### src/rtl/param_updown_counter.sv
// Up/down counter with programmable modulus, parallel load, sticky over/underflow flags and terminal-count pulse.
// Latency: 1 cycle from sampled inputs to every output; no backpressure, a step is taken on every enabled edge.
module param_updown_counter #(
  parameter int               WIDTH       = 4,
  parameter bit               SATURATE    = 1'b0,
  parameter logic [WIDTH-1:0] RESET_VALUE = '0
) (
  input  logic             clk,
  input  logic             reset,
  input  logic             enable,
  input  logic             up_down,
  input  logic             load,
  input  logic [WIDTH-1:0] load_value,
  input  logic [WIDTH-1:0] max_value,
  input  logic             clear_flags,
  output logic [WIDTH-1:0] counter_out,
  output logic             overflow_out,
  output logic             underflow_out,
  output logic             tc_out
);

  logic [WIDTH-1:0] count_q, count_d;
  logic             ovf_q, ovf_d;
  logic             unf_q, unf_d;
  logic             tc_q, tc_d;

  always_comb begin
    count_d = count_q;
    // A boundary event in this cycle re-sets its flag after the clear below.
    ovf_d   = ovf_q & ~clear_flags;
    unf_d   = unf_q & ~clear_flags;
    tc_d    = 1'b0;
    if (load) begin
      count_d = (load_value > max_value) ? max_value : load_value;
    end else if (enable) begin
      if (up_down) begin
        if (count_q < max_value) begin
          count_d = count_q + WIDTH'(1);
        end else begin
          count_d = SATURATE ? max_value : '0;
          ovf_d   = 1'b1;
          tc_d    = 1'b1;
        end
      end else begin
        // Counts above a lowered max_value still decrement normally.
        if (count_q != '0) begin
          count_d = count_q - WIDTH'(1);
        end else begin
          count_d = SATURATE ? '0 : max_value;
          unf_d   = 1'b1;
          tc_d    = 1'b1;
        end
      end
    end
  end

  always_ff @(posedge clk or posedge reset) begin
    if (reset) begin
      count_q <= RESET_VALUE;
      ovf_q   <= 1'b0;
      unf_q   <= 1'b0;
      tc_q    <= 1'b0;
    end else begin
      count_q <= count_d;
      ovf_q   <= ovf_d;
      unf_q   <= unf_d;
      tc_q    <= tc_d;
    end
  end

  assign counter_out   = count_q;
  assign overflow_out  = ovf_q;
  assign underflow_out = unf_q;
  assign tc_out        = tc_q;

endmodule
### config.mk
export PLATFORM = sky130hd
export DESIGN_NAME = param_updown_counter
export DESIGN_NICKNAME = d
export VERILOG_FILES = /design/src/rtl/param_updown_counter.sv
export SDC_FILE = /design/constraint.sdc
export NUM_CORES = 1
export LEC_CHECK = 0
export BUFFER_PORTS_ARGS = -buffer_cell sky130_fd_sc_hd__buf_2
export CAP_MARGIN = 10
export CORE_MARGIN = 4
export CORE_UTILIZATION = 45
export DETAILED_ROUTE_END_ITERATION = 7
export GPL_TIMING_DRIVEN = 1
export PLACE_DENSITY = 0.82
export SLEW_MARGIN = 20
export SYNTH_ARGS = -nofsm -noshare
export SYNTH_HDL_FRONTEND = slang
export SYNTH_SLANG_ARGS = --single-unit
### constraint.sdc
create_clock -name clk -period 2 [get_ports clk]
set_input_delay 0 -clock clk [delete_from_list [all_inputs] [get_ports clk]]
set_output_delay 0 -clock clk [all_outputs]
set_load 0.05 [all_outputs]
# Word-level counts from Yosys, hierarchy flattened
# Cells that the tools add are included.
[op_classes] n_addsub=2 n_lt_le_gt_ge=2 mux=19 bitwise_logic=3 reduce_logical=2
[ops] cell="4-bit two-way mux" n=6
[ops] cell="1-bit two-way mux" n=13
[ops] cell="4-bit by 1-bit adder with 4-bit output, second input constant" n=1
[ops] cell="4-bit > comparator" n=1
[ops] cell="4-bit less-than comparator" n=1
[ops] cell="4-bit nonzero test" n=1
[ops] cell="4-bit by 1-bit subtractor with 4-bit output, second input constant" n=1
[ops] cell="1-bit AND" n=2
[ops] cell="2-bit nonzero test" n=1
[ops] cell="1-bit NOT" n=1
[word_totals] register_bits=7 inputBits=14 output_inout_bits=7 elab_cells=32

# Depth between registers and ports, before layout
[logic_depth] ltp_word=6 mapped_depth=6 depth_no_buf=6

# Worst setup path before layout
# No wires, ideal clock.
[synth_timing] kind="reg2reg" start="register count_q[0], in the netlist counter_out[0]" end="register count_q[0], in the netlist counter_out[0]" setup_time_ns=0.135 arrival_time_ns=2.015 required_ns=1.865 slack_ns=-0.150 path_stages_with_launch=7 n_path_buf=0 period_less_slack_ns=2.150 cell_sequence="dfrtp_1 -> inv_1 -> ha_1 -> or3b_4 -> mux2_4 -> a221oi_1 -> o211ai_1"
[synth_via] elab_chain_cells=5 elab_cells_between_ends=9 classes_between="2 x add/sub; 1 x order compare; 5 x mux; 1 x reduce/logical"
[synth_lines] item="start, declared" line="22" text="logic [WIDTH-1:0] count_q, count_d;"
[synth_lines] item="start signal, assigned" line="64" text="count_q <= count_d;"
[synth_lines] item="4-bit by 1-bit subtractor with 4-bit output (tied with other cells)" line="47" text="count_d = count_q - WIDTH'(1);"
[synth_lines] item="4-bit two-way mux (on tied branches)" line="46, 37"
[synth_lines] item="4-bit two-way mux (*)" line="36" text="if (up_down) begin"
[synth_lines] item="4-bit two-way mux (*)" line="35" text="end else if (enable) begin"
[synth_lines] item="4-bit two-way mux (*)" line="33" text="if (load) begin"
# Mark *: on every way between the ends. The rest lies on a longest branch, timed or not. The select of a mux whose other input is x is not followed.
# A chain may end at the register's enable or synchronous reset.

# Worst setup path in the final report
[layout_timing] start="register count_q[1], in the netlist counter_out[1]" end="register count_q[2], in the netlist counter_out[2]"
# Same word-level chain as after synthesis.

==> metrics.md <==
| Metric | Value |
|---|---|
| CP Data Arrival Time | `approximately 2000 ps` |
| Unrepaired setup endpoints after global routing | `false` |
| Fin cells | `between 100 and 150` |
| WP data required | `2160 ps` |
| Ys Warns | `0` |
| Number of max-cap violations | `0` |
| Cells along the critical path | `ha_1, or3b_4, a211oi_4, buf_4, a311oi_1, a31oi_1` |
| Yosys top cell by area | `dfrtp_1` |
| Layout cells sized above 1 | `0.355` |
| Worst path slowest cell | `dfrtp_2` |
| Total Nets Final | `roughly 130` |
| Fmax | `around 0.53 GHz` |
| GRT overflow | `0` |
| Crit Path Category | `flip-flop to flip-flop` |
| Mapped Avg Cell Area | `a little over 9 um2` |
| WHS Path Cells | `2` |
| Final hold slack | `31.2 ps` |
| Logic gate share of total power | `0.532` |
| # setup viols final | `0` |
| Clock edge transition at the registers on the reported setup and hold paths | `~50 ps` |
| Height of the die | `48.1 um` |
| Die width | `just under 50 um` |
| Bufs and invs on worst path | `1` |
| Worst-margin pin slew | `around 600 ps` |
| Initial antenna violation count | `0` |
| Placed instance count | `roughly 120` |
| FILL cells | `around 130` |
| Seq/Total Area, Yosys | `0.242` |
| Leak | `0.463 nW` |
| GPL Wtd Cong | `between 0.8 and 0.9` |
| First drt pass iteration count | `4` |
| Drt drc | `0` |
| Top post-synthesis cells by area | `dfrtp_1 (24%), ha_1 (16%), inv_1 (5.7%), o21ai_0 (4.1%), a211oi_1 (4.1%)` |
| Outcome | `finished clean` |
| Ratio of final minimum period to clock period | `0.949` |
| Bufs on Longest Clock Path | `2` |
| Largest net degree at the start of global routing | `12` |
| Total global-route track usage | `0.196` |
| Rows | `14` |
| CTS Buf Count | `3` |
| Initial Util | `0.481` |
| Die area | `between 0.002 and 0.0025 mm2` |
| IO Pins | `21` |
| Syn Nets | `102` |
| Int Pwr | `roughly 0.39 mW` |
| Max IR drop VDD | `roughly 0.47 mV` |
| Unique masters post-synth | `33` |
| Switching Share | `0.433` |
| Core area | `approximately 0.0015 mm2` |
| Worst-case reg-to-reg path depth | `6` |
| Max FO, Critical Path | `8` |
| Slew Viols, Final | `0` |
| Via count | `just under 800` |
| FFs w/ async S/R, synth | `1.00` |
| Ant diodes | `0` |
| Yosys top cell area share | `0.242` |
| Dpl hpwl | `~1.6 mm` |
| Final min period | `approximately 1900 ps` |
| Vias in the first global route | `slightly above 800` |
| Drt initial violations | `12` |
| Post-CTS Setup Bufs | `0` |
| Pwr Density | `approximately 730 mW/mm2` |
| CTS Sinks | `7` |
| P_sw | `approximately 0.29 mW` |
| Post-synth top cells | `inv_1 (11), ha_1 (9), dfrtp_1 (7), o21ai_0 (6)` |
| DR WL/cell | `about 16 um` |
| Clock skew | `between 0.3 and 0.4 ps` |
| Mapped Area | `724 um2` |
| First-pass GRT wire length | `between 3 and 4 mm` |
| Vias per inst | `roughly 6.4` |
| Top_reg_cell synth | `dfrtp_1` |
| Post-DRT Antenna Nets | `0` |
| Family with the most delay on the worst path | `compound AO/OA/AOI/OAI gates` |
| Synthesized flop and latch total | `7` |
| Area growth syn-to-layout | `28.3%` |
| Root buf cell | `clkbuf_4` |
| Worst Setup End Kind | `flip-flop` |
| Most common cell in the netlist | `inv_1` |
| EDFF count, synth | `0` |
| Port Buffer Count | `20` |
| CP Launch Type | `flip-flop` |
| Setup TNS | `0 ps` |
| Drt total wl | `between 1.5 and 2 mm` |
| Sequential share of power | `0.275` |
| Final-report hold violation count | `0` |
| CP peak stage delay | `approximately 450 ps` |
| Worst hold-check path type | `input pin to flip-flop` |
| Skew-Pair Late Insertion Delay | `approximately 250 ps` |
| Syn Inst Count | `between 70 and 80` |
| Clock power share | `0.193` |
| CP Depth | `6` |
| CTS H-tree depth | `1` |
| CTS tree | `done` |
| Slew HR | `0.598` |
-- worst reg2reg max path: stages (launching register included) --
cell and delay, ps:
dfrtp_2 450, ha_1 220, or3b_4 400, a211oi_4 280
buf_4 190, a311oi_1 90, a31oi_1 190
-- timing repair --
item | CTS | global route
setup endpoints to repair | 0 | 1
gates resized for setup | 0 | 2
hold endpoints to repair | 8 | 0
hold buffers | 2 | 0
-- metrics by stage --
stage               total power [mW]   util  area (um2)  setup WS [ps]
floorplan                      0.432      -         729           2.14
global placement               0.522  0.576         867            110
detailed placement             0.533  0.576         867           58.9
CTS                            0.669  0.606         913           54.2
global route                   0.733  0.617         930           21.4
finish                         0.681  0.617         930            103
-- cell usage in the layout (no fill, tap or decap), drive strengths merged --
cell | synthesis | layout
buf | 1 | 23
a221oi | 2 | 2
nor2b | 2 | 2
inv | 11 | 11
o2bb2ai | 1 | 1
o21ai | 6 | 6
clkbuf | 0 | 4
nand2 | 3 | 3
or3b | 3 | 3
dfrtp | 7 | 7
or4 | 1 | 1
o211a | 1 | 1
a31oi | 1 | 1
or4b | 1 | 1
a41o | 1 | 1
nor4 | 2 | 2
and3 | 1 | 1
mux2 | 1 | 1
xnor2 | 1 | 1
a211oi | 5 | 5
a21o | 2 | 2
o211ai | 4 | 4
o32ai | 1 | 1
xor2 | 1 | 1
nand3 | 2 | 2
or3 | 1 | 1
o21a | 2 | 2
mux2i | 1 | 1
ha | 9 | 9
a311oi | 2 | 2
dlygate4sd3 | 0 | 2
nand4 | 3 | 3
-- state kept, by name, summed over array words and instances (netlist names) --
name	cells
underflow_out	1
overflow_out	1
counter_out	4
tc_out	1
-- final cells by class --
| class | count | area, um2 | share of cell area |
|---|---|---|---|
| Multi-Input combinational cell | 60 | 522 | 0.561 |
| Clock buffer | 4 | 26.3 | 0.0283 |
| Inverter | 11 | 41.3 | 0.0444 |
| Timing Repair Buffer | 25 | 143 | 0.153 |
| Sequential cell | 7 | 178 | 0.191 |
| Tap cell | 16 | 20.0 | 0.0215 |
-- power groups by stage --
stage                     clock, mW  combinational (mW)  sequential [mW]
after global placement            0               0.334            0.188
after detailed placement          0               0.344            0.189
after floorplan                   0               0.175            0.257
after CTS                     0.134               0.348            0.187
final                         0.131               0.362            0.187
after global routing          0.148               0.396            0.190
-- kinds of logic after synthesis --
family / Yosys count / share of synthesized area
flops: 7 / 0.242
simple gates: 19 / 0.176
fa+ha+maj: 9 / 0.155
mux: 2 / 0.0345
compound gates: 28 / 0.304
xor+xnor: 2 / 0.0242
buf+inv: 12 / 0.0639
-- path summary, 6_finish.rpt --
kind | endpoint | slack (ps) | from
setup / recovery | counter_out[2] | 100 | counter_out[1]
hold / removal | underflow_out | 30 | up_down
setup reg to reg | counter_out[2] | 100 | counter_out[1]
hold reg to reg | underflow_out | 530 | underflow_out
max in group asynchronous | counter_out[1] | 1520 | reset
min in group asynchronous | underflow_out | 230 | reset
-- metal layers --
metal,wire length [um],up-vias,track usage
li1,-,367,-
met1,829,379,0.244
met2,968,36,0.335
met3,121,11,0.0148
met4,72,0,0.102
met5,0,-,0
No activity file was read; power rests on OpenSTA's default activity.
